<file path="config.mk">
export PLATFORM = sky130hd
export DESIGN_NAME = spi_ms_link
export DESIGN_NICKNAME = d
export VERILOG_FILES = /design/src/rtl/spi_ms_link.sv
export SDC_FILE = /design/constraint.sdc
export NUM_CORES = 1
export LEC_CHECK = 0
export BUFFER_PORTS_ARGS = -buffer_cell sky130_fd_sc_hd__buf_2
export CORE_UTILIZATION = 38
export CTS_BUF_LIST = sky130_fd_sc_hd__clkbuf_8
export DETAILED_ROUTE_END_ITERATION = 7
export SYNTH_ARGS = -nofsm -noshare
export SYNTH_HDL_FRONTEND = slang
export SYNTH_SLANG_ARGS = --single-unit
</file>
<file path="constraint.sdc">
create_clock -name clk -period 2.7 [get_ports clk]
set_input_delay 0.675 -clock clk [delete_from_list [all_inputs] [get_ports clk]]
set_output_delay 0.675 -clock clk [all_outputs]
set_load 0.03 [all_outputs]
</file>
<file path="src/rtl/spi_ms_link.sv">
// rtl/spi_ms_link.sv - SPI master and slave wired back-to-back for one full-duplex exchange
// Both ends share one registered sclk/mosi/miso/ss set, so every edge is handled in one process.
module spi_ms_link #(
  parameter int DATA_W   = 8,
  parameter int HALF_DIV = 1
) (
  input  logic              clk,
  input  logic              rst,
  input  logic              start,
  input  logic [1:0]        mode,
  input  logic [DATA_W-1:0] master_din,
  input  logic [DATA_W-1:0] slave_din,
  output logic [DATA_W-1:0] master_dout,
  output logic [DATA_W-1:0] slave_dout,
  output logic              sclk,
  output logic              mosi,
  output logic              miso,
  output logic              ss,
  output logic              busy,
  output logic              done
);
  localparam int EDGES  = 2 * DATA_W;
  localparam int EDGE_W = $clog2(EDGES + 1);
  localparam int DIV_W  = (HALF_DIV > 1) ? $clog2(HALF_DIV) : 1;
  localparam logic [EDGE_W-1:0] LAST_EDGE = EDGE_W'(EDGES);
  localparam logic [DIV_W-1:0]  DIV_MAX   = DIV_W'(HALF_DIV - 1);

  typedef enum logic [1:0] {IDLE, SETUP, SHIFT, FINISH} state_t;

  state_t            state;
  logic [EDGE_W-1:0] edge_cnt;
  logic [DIV_W-1:0]  div_cnt;
  logic              cpol_q;
  logic              cpha_q;

  logic [EDGE_W-1:0] edge_num;
  logic              div_tick;
  logic              sample_edge;

  // Odd edges are leading; CPHA selects whether the leading or trailing edge samples.
  assign edge_num    = edge_cnt + EDGE_W'(1);
  assign div_tick    = (div_cnt == DIV_MAX);
  assign sample_edge = edge_num[0] ^ cpha_q;

  always_ff @(posedge clk) begin
    if (rst) begin
      state       <= IDLE;
      edge_cnt    <= '0;
      div_cnt     <= '0;
      cpol_q      <= 1'b0;
      cpha_q      <= 1'b0;
      master_dout <= '0;
      slave_dout  <= '0;
      sclk        <= mode[1];
      mosi        <= 1'b0;
      miso        <= 1'b0;
      ss          <= 1'b1;
      busy        <= 1'b0;
      done        <= 1'b0;
    end else begin
      done <= 1'b0;
      case (state)
        IDLE: begin
          sclk <= mode[1];
          // A start coinciding with the done pulse is deliberately not accepted.
          if (start && !done) begin
            state       <= SETUP;
            cpol_q      <= mode[1];
            cpha_q      <= mode[0];
            master_dout <= master_din;
            slave_dout  <= slave_din;
            mosi        <= master_din[DATA_W-1];
            miso        <= slave_din[DATA_W-1];
            ss          <= 1'b0;
            busy        <= 1'b1;
            edge_cnt    <= '0;
            div_cnt     <= '0;
          end
        end
        SETUP, SHIFT: begin
          if (div_tick) begin
            div_cnt  <= '0;
            edge_cnt <= edge_num;
            sclk     <= ~sclk;
            if (sample_edge) begin
              master_dout <= {master_dout[DATA_W-2:0], miso};
              slave_dout  <= {slave_dout[DATA_W-2:0], mosi};
            end else if (cpha_q || (edge_num != LAST_EDGE)) begin
              mosi <= master_dout[DATA_W-1];
              miso <= slave_dout[DATA_W-1];
            end
            state <= (edge_num == LAST_EDGE) ? FINISH : SHIFT;
          end else begin
            div_cnt <= div_cnt + DIV_W'(1);
          end
        end
        FINISH: begin
          if (div_tick) begin
            state    <= IDLE;
            ss       <= 1'b1;
            busy     <= 1'b0;
            done     <= 1'b1;
            sclk     <= cpol_q;
            div_cnt  <= '0;
            edge_cnt <= '0;
          end else begin
            div_cnt <= div_cnt + DIV_W'(1);
          end
        end
        default: state <= IDLE;
      endcase
    end
  end
endmodule

</file>
* After elaboration in Yosys (flattened, before gate mapping)
Index checks and enable logic that the tools add are counted.
Storage, ports and cells: flip-flop bits (word level) 32, latch bits 0, bits in writable memories 0, memory bits (read-only) 0, bits of input ports 21, output and inout port bits 22, word-level logic and storage cells 86, memories kept 0
Cells by class: $add $sub $neg 2, $mul 0, div/mod/pow operators 0, order comparisons 0, equal/unequal tests 13, shift-type cells 0, multiplexer cells 40, bitwise gates (word level) 3, reductions and logical operators 15
Operator list (number):
- two-way mux 8 bit | 6
- one-hot mux 8 bit (2 select lines) | 2
- two-way mux 1 bit | 18
- two-way mux 5 bit | 3
- one-hot mux 5 bit (3 select lines) | 1
- inequality test 2 bit (second input constant) | 6
- one-hot mux 1 bit (2 select lines) | 5
- two-way mux 2 bit | 3
- inequality test 3 bit (second input constant) | 2
- one-hot mux 2 bit (3 select lines) | 1
- AND reduction 3 bit | 2
- adder 5 x 1 -> 5 bit (second input constant) | 1
- equality test 5 bit (second input constant) | 1
- inequality test 5 bit (second input constant) | 1
- AND reduction 5 bit | 1
- equality test 2 bit (second input constant) | 2
- AND reduction 2 bit | 2
- AND reduction 4 bit | 1
- nonzero test 2 bit | 2
- OR reduction 2 bit | 2
- one-hot mux 1 bit (3 select lines) | 1
- OR reduction 3 bit | 1
- equality test 2 x 1 -> 1 bit (second input constant) | 1
- logical NOT 2 bit | 1
- other kinds (6) | 7

* Longest topological paths before layout
depth in word-level cells 7, gate-level depth with buffers 9, depth with buffers taken out 7

* Least setup slack after synthesis
OpenSTA, ideal clock, no wires.
kind register to register, start register state[1], end register miso, setup time 139 ps, arrival time 1746 ps, data required time 2561 ps, setup slack 815 ps, cell stages (with the launch flop) 9, buffers on the path 1, period minus slack after synthesis 1885 ps, cell sequence dfxtp_1 -> inv_1 -> ha_1 -> buf_2 -> inv_1 -> or4_1 -> o21ba_1 -> o211ai_1 -> a221oi_1
Between the ends: longest elaborated chain between the ends 4, elaborated cells between the ends (all ways) 11, those cells by class eq/ne (6); mux (1); reduce/logical (4)
Ends and longest elaborated chain:
- start: declaration | RTL line 30 | state_t state;
- start signal: assignment | RTL line 92 | state <= (edge_num == LAST_EDGE) ? FINISH : SHIFT;
- equality test 2 x 1 -> 1 bit / equality test 2 bit (equally long branches) | RTL line 62 | case (state)
- OR reduction 2 bit | RTL line 62
- inequality test 2 bit (no line) / nonzero test 2 bit (equally long branches)
- AND reduction 5 bit (no line)
- end signal: assignment | RTL line 73 | miso <= slave_din[DATA_W-1];
- end signal: assignment | RTL line 90 | miso <= slave_dout[DATA_W-1];
- end: declaration | RTL line 17 | output logic miso,
Several ways; a longest one is shown, not always the timed one. A chain may end at the register's enable or synchronous reset.

* Worst setup path in the final report
start register state[0], end register slave_dout[0]
Between the ends: longest elaborated chain between the ends 4, elaborated cells between the ends (all ways) 10, those cells by class eq/ne (5); mux (1); reduce/logical (4)
Ends and longest elaborated chain:
- equality test 2 x 1 -> 1 bit / equality test 2 bit (equally long branches) | RTL line 62
- OR reduction 2 bit | RTL line 62
- inequality test 2 bit (no line) / nonzero test 2 bit (equally long branches)
- AND reduction 4 bit (no line)
- end signal: assignment | RTL line 71 | slave_dout <= slave_din;
- end signal: assignment | RTL line 87 | slave_dout <= {slave_dout[DATA_W-2:0], mosi};
- end: declaration | RTL line 14 | output logic [DATA_W-1:0] slave_dout,
Several ways; a longest one is shown, not always the timed one.

==> flow_metrics.py <==
metrics = {
    "synthesis": {
        "yosysMostFrequentCell": "sky130_fd_sc_hd__dfxtp_1",
        "synthDominantCellAreaShare": 0.423,
        "yosys.cell_types.count": 29,
        "ys_seq_area_frac": 0.423,
        "synth.cell_area_mm2": 0.00147,
        "post_synth_inst_count": 169,
        "async_flop_share": 0,
        "flop_and_latch_count_out_of_synthesis": 31,
        "count_of_yosys_warnings_during_synthesis": 0,
        "postSynth.topFlopCell": "sky130_fd_sc_hd__dfxtp_1",
        "synth-edff-count": 0,
        "synth_top_cells_by_area": "sky130_fd_sc_hd__dfxtp_1 (42%), sky130_fd_sc_hd__mux2i_1 (11%), sky130_fd_sc_hd__a211oi_1 (8.7%)",
        "avgSynthCellArea_um2": 8.68,
        "synth_largest_area_cell": "sky130_fd_sc_hd__dfxtp_1",
        "post_synth_most_frequent_cells": "sky130_fd_sc_hd__dfxtp_1 (31), sky130_fd_sc_hd__nor2_1 (24), sky130_fd_sc_hd__a211oi_1 (17), sky130_fd_sc_hd__nand2_1 (17), sky130_fd_sc_hd__mux2i_1 (16)",
        "syn-num-nets": 195,
    },
    "sta": {
        "timing.final.crit_period_ns": 2.26,
        "worst_slew_pin_slew_ns": 0.744,
        "finalSetupViolations": 0,
        "final-hold-violation-count": 0,
        "fin_ws_ns": 0.436,
        "skew_ns": 0.00252,
        "slew_headroom": 0.503,
        "max_freq_ghz": 0.442,
        "rsz0062_at_grt": "false",
        "fin_crit_sh": 0.838,
        "setup_tns_ns": 0,
        "final_max_tran_viols": 0,
    },
    "cts": {
        "cts-htree-levels": 2,
        "clk_transition_reported_paths_ns": 0.06,
        "cts_num_sinks": 31,
        "clk_root_buffer_cell": "sky130_fd_sc_hd__clkbuf_8",
        "tritoncts": "yes",
        "cts_inserted_buffers": 5,
        "clkLatencyLatePin_ns": 0.28,
        "clock_path_buffers": 2,
    },
    "pwr": {
        "clkPwrFrac": 0.142,
        "net-switching-power_w": 0.00121,
        "power.density_mw_per_mm2": 1410,
        "power_report.internal_total_w": 0.00133,
        "power_leakage_nw": 0.792,
        "sequential_share_of_power": 0.283,
        "power.share.combinational": 0.575,
        "worst_ir_drop_vdd_mv": 0.624,
        "power.share.switching": 0.477,
    },
    "placement": {
        "place_hpwl_mm": 2.22,
        "placer_congestion_estimate": 0.753,
        "portBuffers": 42,
        "pre_cts_ws_ns": 0.145,
    },
    "finish": {
        "n_antenna_cell": 0,
        "fillers": 397,
        "multi_input_comb_area_um2": 793,
        "final_core_occ": 0.489,
        "regArea_um2": 621,
        "drive_gt1_frac": 0.248,
        "final_net_count": 236,
        "area_growth_pct": 23.1,
    },
    "route": {
        "drt_pass1_iterations": 4,
        "detail_route.wl_per_cell_um": 12.6,
        "via_per_inst": 5.16,
        "post-route-drc-count": 0,
        "routed-via-count": 1332,
        "totalWireLength_mm": 3.24,
        "postRouteAntennaNets": 0,
        "first_iter_violations": 55,
    },
    "run": {
        "max_cap_viol_count": 0,
    },
    "global_route": {
        "grt-busiest-layer": "met2",
        "number_of_antenna_violations_at_the_first_check_in_global_routing": 0,
        "via_count_of_the_first_global_routing_pass": 1204,
        "global_route.usage.met1": 0.231,
        "overall_global_routing_usage": 0.177,
        "grt_remaining_overflow": 0,
        "grt_max_degree": 33,
        "use_met2": 0.273,
        "wire_length_of_the_first_global_routing_pass_mm": 5.58,
        "grt.met3_usage": 0.0446,
    },
    "floorplanning": {
        "core_mm2": 0.00369,
        "die_width_um": 64.1,
        "floorplan.die_area_mm2": 0.00411,
        "dieHeight_um": 64.1,
        "num_io_pins": 43,
        "start_util": 0.398,
        "fp-row-count": 22,
    },
    "hold_path": {
        "min-delay-path-class": "flip-flop to flip-flop",
        "min_from": "cpol_q",
    },
    "critical_path": {
        "timing.critical_path.from": "state[0]",
        "path_cells": "inv_1, ha_1, inv_1, nand2_1, a21oi_4, nor2_1, a211oi_1",
        "cp.buffers_inverters": 2,
        "worstReg2RegStart": "state[0]",
        "crit_path_max_incr_delay_ns": 0.64,
        "critPathKind": "flip-flop to flip-flop",
        "critical_path.startpoint_type": "flip-flop",
        "crit_family": "compound AO/OA/AOI/OAI gates",
        "cp_data_required_time_ns": 2.88,
        "critPathSlowestCell": "sky130_fd_sc_hd__a21oi_4",
        "crit_fanout": 32,
        "cpMostUsedCell": "sky130_fd_sc_hd__inv_1",
        "worst_ep_arrival_time_ns": 2.44,
        "cp-end-kind": "flip-flop",
    },
    "run_status": {
        "outcome": "complete, no violations",
    },
}
power by group through the flow:
stage / Sequential [W] / Combinational [W] / Clock [W]
floorplan: 0.000932 / 0.000938 / 0
global placement: 0.000726 / 0.00142 / 0
finish: 0.000721 / 0.00146 / 0.000361
global route: 0.000748 / 0.00162 / 0.000394
detailed placement: 0.000733 / 0.00146 / 0
CTS: 0.000724 / 0.00146 / 0.000374
flip-flops by register name (all words and copies together) (netlist names):
name,flops
state,2
cpol_q,1
done,1
slave_dout,8
edge_cnt,5
mosi,1
busy,1
ss,1
sclk,1
cpha_q,1
miso,1
master_dout,8
cell usage in the layout, fill, tap and decap left out, drive strengths merged:
cell	count
a211oi	17
a21oi	13
a221oi	2
a2bb2oi	1
a31oi	1
and2b	1
and4b	1
buf	43
clkbuf	6
clkinv	1
dfxtp	31
ha	5
inv	7
mux2i	16
nand2	17
nand2b	1
nand3	5
nor2	24
nor2b	2
o211ai	1
o21ai	4
o21ba	1
o21bai	1
o32ai	3
or3	2
or3b	1
or4	1
or4b	1
xnor2	1
metal layers:
metal	vias to the layer above	share of wire
li1	687	-
met1	612	0.48
met2	28	0.46
met3	5	0.048
met4	0	0.017
met5	-	0
cell type report:
cell class,instances,area share
clock buffers,6,0.0457
clock inverters,1,0.00277
inverters,7,0.0146
multi-input cells,122,0.439
flip-flops and latches,31,0.344
well taps,48,0.0333
repair buffers,43,0.121
logic make-up (layout without fill, tap and decap cells):
family                     after synthesis  after routing  share of synthesized area
AOI/OAI and AO/OA                       44             44                      0.202
adders and majority gates                5              5                     0.0427
and+or+nand+nor                         56             56                      0.173
xor gates and xnor gates                 1              1                    0.00597
muxes                                   16             16                      0.109
DFF                                     31             31                      0.423
buffers and inverters                   16             57                     0.0435
worst reg2reg max path: cells and delay by family (launching register included):
kind,cells,cell delay (ns)
AND/OR/NAND/NOR,2,0.29
flip-flops,1,0.34
buffers and inverters,2,0.27
AO/OA/AOI/OAI,2,0.92
adder cells (fa/ha/maj),1,0.35
per-stage QoR:
stage          cell area [um^2]  power (W)  cells  hold slack, ns
2_1_floorplan              1470    0.00187    169           0.437
3_3_place_gp               1710    0.00214    251           0.453
3_5_place_dp               1710    0.00219    251           0.457
4_1_cts                    1800    0.00256    258           0.466
5_1_grt                    1810    0.00277    258           0.501
6_report                   1810    0.00255    258           0.460
worst paths after layout:
path	endpoint	slack (ns)	depth (start not counted)
worst max-delay path	slave_dout[0]	0.44	7
worst min-delay path	cpol_q	0.46	2
worst max register to register	slave_dout[0]	0.44	7
worst min register to register	cpol_q	0.46	2
timing repair:
item                                    4_1_cts  5_1_grt
hold buffers                                  0        0
gates resized for setup                       0        1
setup buffers                                 0        0
endpoints found under the setup margin        0        7
Note: power is estimated with default switching activity, not from simulation.
